**src/rtl/mul_booth_seq.sv**
```systemverilog
// Sequential Booth multiplier (start/busy/done) returning a full 2*WIDTH-bit product as HI/LO.
// Define MUL_BOOTH_RADIX4_EN for radix-4 (modified) Booth; default build is radix-2.
module mul_booth_seq #(
    parameter int WIDTH = 32,
    parameter int CNT_W = 7
) (
    input  logic             clock,
    input  logic             clear,
    input  logic             start,
    input  logic             is_signed,
    input  logic [WIDTH-1:0] A,
    input  logic [WIDTH-1:0] B,
    output logic             busy,
    output logic             done,
    output logic [WIDTH-1:0] HI,
    output logic [WIDTH-1:0] LO
);
`ifdef MUL_BOOTH_RADIX4_EN
    localparam int QW    = ((WIDTH + 2) / 2) * 2;
    localparam int UW    = QW + 2;
    localparam int STEPS = QW / 2;
    localparam int SH    = 2;
`else
    localparam int QW    = WIDTH + 1;
    localparam int UW    = QW + 1;
    localparam int STEPS = QW;
    localparam int SH    = 1;
`endif
    localparam int ACC_W = UW + QW + 1;
    localparam logic [CNT_W-1:0] LAST = CNT_W'(STEPS - 1);

    typedef enum logic [1:0] {S_IDLE, S_BUSY, S_DONE} state_t;

    state_t                  state;
    logic signed [QW-1:0]    a_x;
    logic signed [UW-1:0]    u;
    logic [QW-1:0]           q;
    logic                    q_m1;
    logic [CNT_W-1:0]        cnt;

    logic signed [UW-1:0]    a_w;
    logic signed [UW-1:0]    sum;
    logic signed [UW-1:0]    u_n;
    logic [QW-1:0]           q_n;
    logic                    qm1_n;
    logic signed [ACC_W-1:0] acc_sh;
    logic [UW+QW-1:0]        prod_w;
    logic                    unused_prod;

    // Operands are widened by at least one bit so the most-negative signed value and
    // the largest unsigned value are both representable in the same signed frame.
    function automatic logic [QW-1:0] ext(input logic [WIDTH-1:0] v, input logic s);
        return {{(QW - WIDTH){s & v[WIDTH-1]}}, v};
    endfunction

    assign a_w = {{(UW - QW){a_x[QW-1]}}, a_x};

`ifdef MUL_BOOTH_RADIX4_EN
    logic signed [UW-1:0] a2_w;
    assign a2_w = a_w <<< 1;

    always_comb begin
        sum = u;
        case ({q[1:0], q_m1})
            3'b001, 3'b010: sum = u + a_w;
            3'b011:         sum = u + a2_w;
            3'b100:         sum = u - a2_w;
            3'b101, 3'b110: sum = u - a_w;
            default:        sum = u;
        endcase
    end
`else
    always_comb begin
        sum = u;
        case ({q[0], q_m1})
            2'b01:   sum = u + a_w;
            2'b10:   sum = u - a_w;
            default: sum = u;
        endcase
    end
`endif

    assign acc_sh                = $signed({sum, q, q_m1}) >>> SH;
    assign {u_n, q_n, qm1_n}     = acc_sh;
    assign prod_w                = {u_n, q_n};
    assign unused_prod           = ^prod_w[UW+QW-1:2*WIDTH];

    always_ff @(posedge clock or negedge clear) begin
        if (!clear) begin
            state <= S_IDLE;
            busy  <= 1'b0;
            done  <= 1'b0;
            HI    <= '0;
            LO    <= '0;
            cnt   <= '0;
            u     <= '0;
            q     <= '0;
            q_m1  <= 1'b0;
            a_x   <= '0;
        end else begin
            case (state)
                S_IDLE, S_DONE: begin
                    done <= 1'b0;
                    if (start) begin
                        state <= S_BUSY;
                        busy  <= 1'b1;
                        a_x   <= ext(A, is_signed);
                        u     <= '0;
                        q     <= ext(B, is_signed);
                        q_m1  <= 1'b0;
                        cnt   <= '0;
                    end else begin
                        state <= S_IDLE;
                        busy  <= 1'b0;
                    end
                end
                S_BUSY: begin
                    u    <= u_n;
                    q    <= q_n;
                    q_m1 <= qm1_n;
                    cnt  <= cnt + CNT_W'(1);
                    // Result is taken from the post-step value so HI/LO land with done.
                    if (cnt == LAST) begin
                        state <= S_DONE;
                        busy  <= 1'b0;
                        done  <= 1'b1;
                        HI    <= prod_w[2*WIDTH-1:WIDTH];
                        LO    <= prod_w[WIDTH-1:0];
                    end
                end
                default: begin
                    state <= S_IDLE;
                    busy  <= 1'b0;
                    done  <= 1'b0;
                end
            endcase
        end
    end

endmodule

```
**config.mk**
```make
export PLATFORM = sky130hd
export DESIGN_NAME = mul_booth_seq
export DESIGN_NICKNAME = d
export VERILOG_FILES = /design/src/rtl/mul_booth_seq.sv
export SDC_FILE = /design/constraint.sdc
export NUM_CORES = 1
export LEC_CHECK = 0
export BUFFER_PORTS_ARGS = -buffer_cell sky130_fd_sc_hd__buf_2
export CAP_MARGIN = 15
export CORE_ASPECT_RATIO = 2
export CORE_MARGIN = 2
export CORE_UTILIZATION = 63
export DETAILED_ROUTE_END_ITERATION = 8
export GPL_TIMING_DRIVEN = 0
export PLACE_DENSITY = 0.86
export SYNTH_ARGS = -nofsm -noshare
export SYNTH_HDL_FRONTEND = slang
export SYNTH_SLANG_ARGS = --single-unit
```
**constraint.sdc**
```tcl
create_clock -name clock -period 7.35 [get_ports clock]
set_input_delay 1.8375 -clock clock [delete_from_list [all_inputs] [get_ports clock]]
set_output_delay 1.8375 -clock clock [all_outputs]
set_load 0.03 [all_outputs]
```
==> flow_summary.yaml <==
status:
  outcome: "complete, but fails checks"
  failed_checks: "design-rule violations"
global_route:
  gr-total-overflow: 0
  grt.total_usage: 0.401
  grt_pass1_vias: 9349
  grt_first_pass_wirelength_um: 48800
  grt_max_degree: 123
  antenna_found_initial: 0
final_layout:
  layout-drive-gt1-share: 0.142
  layout.nets: 1381
  area_delta_synth_final_pct: 16.1
  diodes: 0
  fillers: 1137
  final_area_um2: 11200
route:
  ant_nets: 0
  drcViolationCount: 1
  drt_iter0_drc: 714
  wl_per_cell_um: 21.7
  vias_per_cell: 6.27
  vias: 9292
  drt_wl_total_um: 32200
  dr.pass1.iters: 9
synthesis:
  ys_seq_area_frac: 0.453
  synth-async-reset-ratio: 1.00
  synth_ff_type: "dfrtp_1"
  ys_ff_latch: 174
  synth_top_cell_by_area: "dfrtp_1"
  ys_top_cells_by_area: "dfrtp_1 45%, nand2_1 13%, ha_1 4.8%, xnor2_1 3.6%, o21ai_0 3.3%"
  ys.warnings.count: 0
  synth_cell_type_count: 62
  synth_edf_count: 0
  syn_inst: 1122
  synth.top_cell.area_share: 0.453
  synthesis.area_um2: 9620
  syn-mean-instance-area_um2: 8.57
  syn_nets: 1228
clock_tree:
  post_cts.repair.setup_buffers: 0
  cts_tree: "built"
  htree_levels: 4
  clk_path_buf_depth: 2
  cts.sinks: 174
  clock_latency_ps: 440
  cts_root_buffer: "clkbuf_16"
  post_cts_resized: 0
  cts_buffers: 17
  holdBufCountCts: 0
  clkTransAtPathRegs_ps: 70
hold_path:
  hp-class: "reg2reg"
die:
  die_h_um: 179
  num_rows: 63
  dieWidth_um: 91.4
  io_pins: 134
  die_area_um2: 16300
  core_area_um2: 14900
  start_util: 0.646
setup_path:
  max_stage_delay_ps: 960
  cp-end-kind: "register"
  path_class: "reg2reg"
  cpMaxStageDelayCell: "nor4b_1"
  cp-start-kind: "register"
  crit_required_ps: 7640
  cp.arrival_ps: 5670
  crit_fanout: 8
  path_cells: "or4_1 -> nor4b_1 -> or2b_2 -> nor4_1 -> nor2_1 -> xnor2_1 -> ha_1 -> clkbuf_1 -> a21oi_1 -> o21ai_0 -> o31ai_1 -> a21oi_1 -> o31ai_1 -> xnor2_1 -> o221ai_1"
  worst-path-buf-inv: 1
  cp_top_family: "simple AND/OR/NAND/NOR gates"
placed_design:
  gp_congestion: 0.961
  port-buffer-count: 133
  placed_area_um2: 10600
  place_hpwl_um: 23900
timing:
  setup_tns_ps: 0
  rsz0062_at_grt: "false"
  fin_crit_ps: 5370
  slew_violations: 0
  setup_violations: 0
  relSlewSlack: 0.226
  hold_viol: 0
  worst_pin_slew_ps: 1140
  fin_worst_skew_ps: 9.90
  layout_worst_path_cycle_share: 0.731
  fmax_mhz: 186
power_and_ir_drop:
  p_leak_nw: 5.41
  power.density_nw_per_um2: 527
  ir_worst_vdd_mv: 0.290
flow_run:
  maxCapViolations: 0
==> report_power, final <==
part           internal (W)  switching [W]
Combinational       0.00109        0.00223
Clock              0.000516       0.000406
Sequential          0.00132       0.000319
==> synth_stat cells (all sizes together) (5+ instances only) <==
cell type,number
o21a,6
nor4,6
inv,16
nor3,15
a21oi,62
nand4,6
and3,7
nand2b,13
a21o,12
ha,37
o21ai,63
a22oi,32
clkbuf,55
mux2,6
xnor2,40
o31ai,6
o221ai,18
nand2,336
dfrtp,174
nand3,27
o21bai,5
xor2,19
buf,7
a32oi,5
a31oi,18
a22o,9
o211ai,6
mux2i,8
nor2,57
==> placed cells by master (no fill, tap or decap), drive strengths merged, types with 12 or more instances in the layout <==
cell type / n
buf: 141
nand2: 336
nand3: 27
a31oi: 18
nor2: 57
xnor2: 40
nand2b: 13
a21oi: 62
a21o: 12
ha: 37
nor3: 15
dfrtp: 174
o221ai: 18
a22oi: 32
clkbuf: 73
xor2: 19
o21ai: 63
inv: 20
==> final cells by class <==
| class | count | area, um2 | area share |
|---|---|---|---|
| Buffer | 62 | 241 | 0.0216 |
| Clock inverter | 14 | 158 | 0.0141 |
| Timing Repair Buffer | 134 | 703 | 0.0630 |
| Multi-Input combinational cell | 870 | 4960 | 0.445 |
| Sequential cell | 174 | 4350 | 0.390 |
| Tap cell | 195 | 244 | 0.0219 |
| Inverter | 16 | 60.1 | 0.00538 |
| Clock buffer | 18 | 439 | 0.0393 |
==> cells by family after synthesis <==
kind of cell | Yosys count | share of synthesized area
AND/OR/NAND/NOR | 495 | 0.218
AO/OA/AOI/OAI | 264 | 0.178
flip-flops | 174 | 0.453
buffers and inverters | 78 | 0.0314
XOR/XNOR | 59 | 0.0537
adder cells (fa/ha/maj) | 38 | 0.0502
multiplexers | 14 | 0.0154
==> per-layer routing <==
metal | vias up | track usage | part of all wire
met5 | - | 0 | 0
met4 | 0 | 0.362 | 0.097
met3 | 163 | 0.0647 | 0.056
met2 | 441 | 0.733 | 0.54
met1 | 4477 | 0.374 | 0.31
li1 | 4211 | - | -
==> tightest hold or removal path: stages (launching register included) <==
cell	delay, ps
dfrtp_1	340
nand2_1	50
nand2_1	50
==> sequential cells by signal, indices dropped and copies added (netlist names) <==
register / count
state: 2
HI: 32
q: 33
a_x: 33
LO: 32
busy: 1
q_m1: 1
cnt: 7
u: 33
==> worst paths after layout <==
check | cells after the start | start | slack (ps) | endpoint
setup / recovery | 15 | a_x[4]$_DFFE_PN0P_ | 1980 | HI[28]$_DFFE_PN0P_
hold / removal | 2 | LO[7]$_DFFE_PN0P_ | 470 | LO[7]$_DFFE_PN0P_
setup reg to reg | 15 | a_x[4]$_DFFE_PN0P_ | 1980 | HI[28]$_DFFE_PN0P_
hold reg to reg | 2 | LO[7]$_DFFE_PN0P_ | 470 | LO[7]$_DFFE_PN0P_
max in group asynchronous | 2 | clear | 5060 | a_x[31]$_DFFE_PN0P_
min in group asynchronous | 1 | clear | 1310 | HI[29]$_DFFE_PN0P_
==> stage by stage <==
| stage | hold slack (ps) | setup slack (ps) | power (W) | cells | util |
|---|---|---|---|---|---|
| floorplan | 450 | 3240 | 0.00381 | 1122 | - |
| CTS | 474 | 2110 | 0.00581 | 1483 | 0.749 |
| global route | 492 | 1640 | 0.00619 | 1483 | 0.749 |
| finish | 469 | 1980 | 0.00588 | 1483 | 0.749 |
| global placement | 454 | 1790 | 0.00479 | 1450 | 0.707 |
| detailed placement | 457 | 2220 | 0.00486 | 1451 | 0.709 |
(Power assumes the default switching activity.)
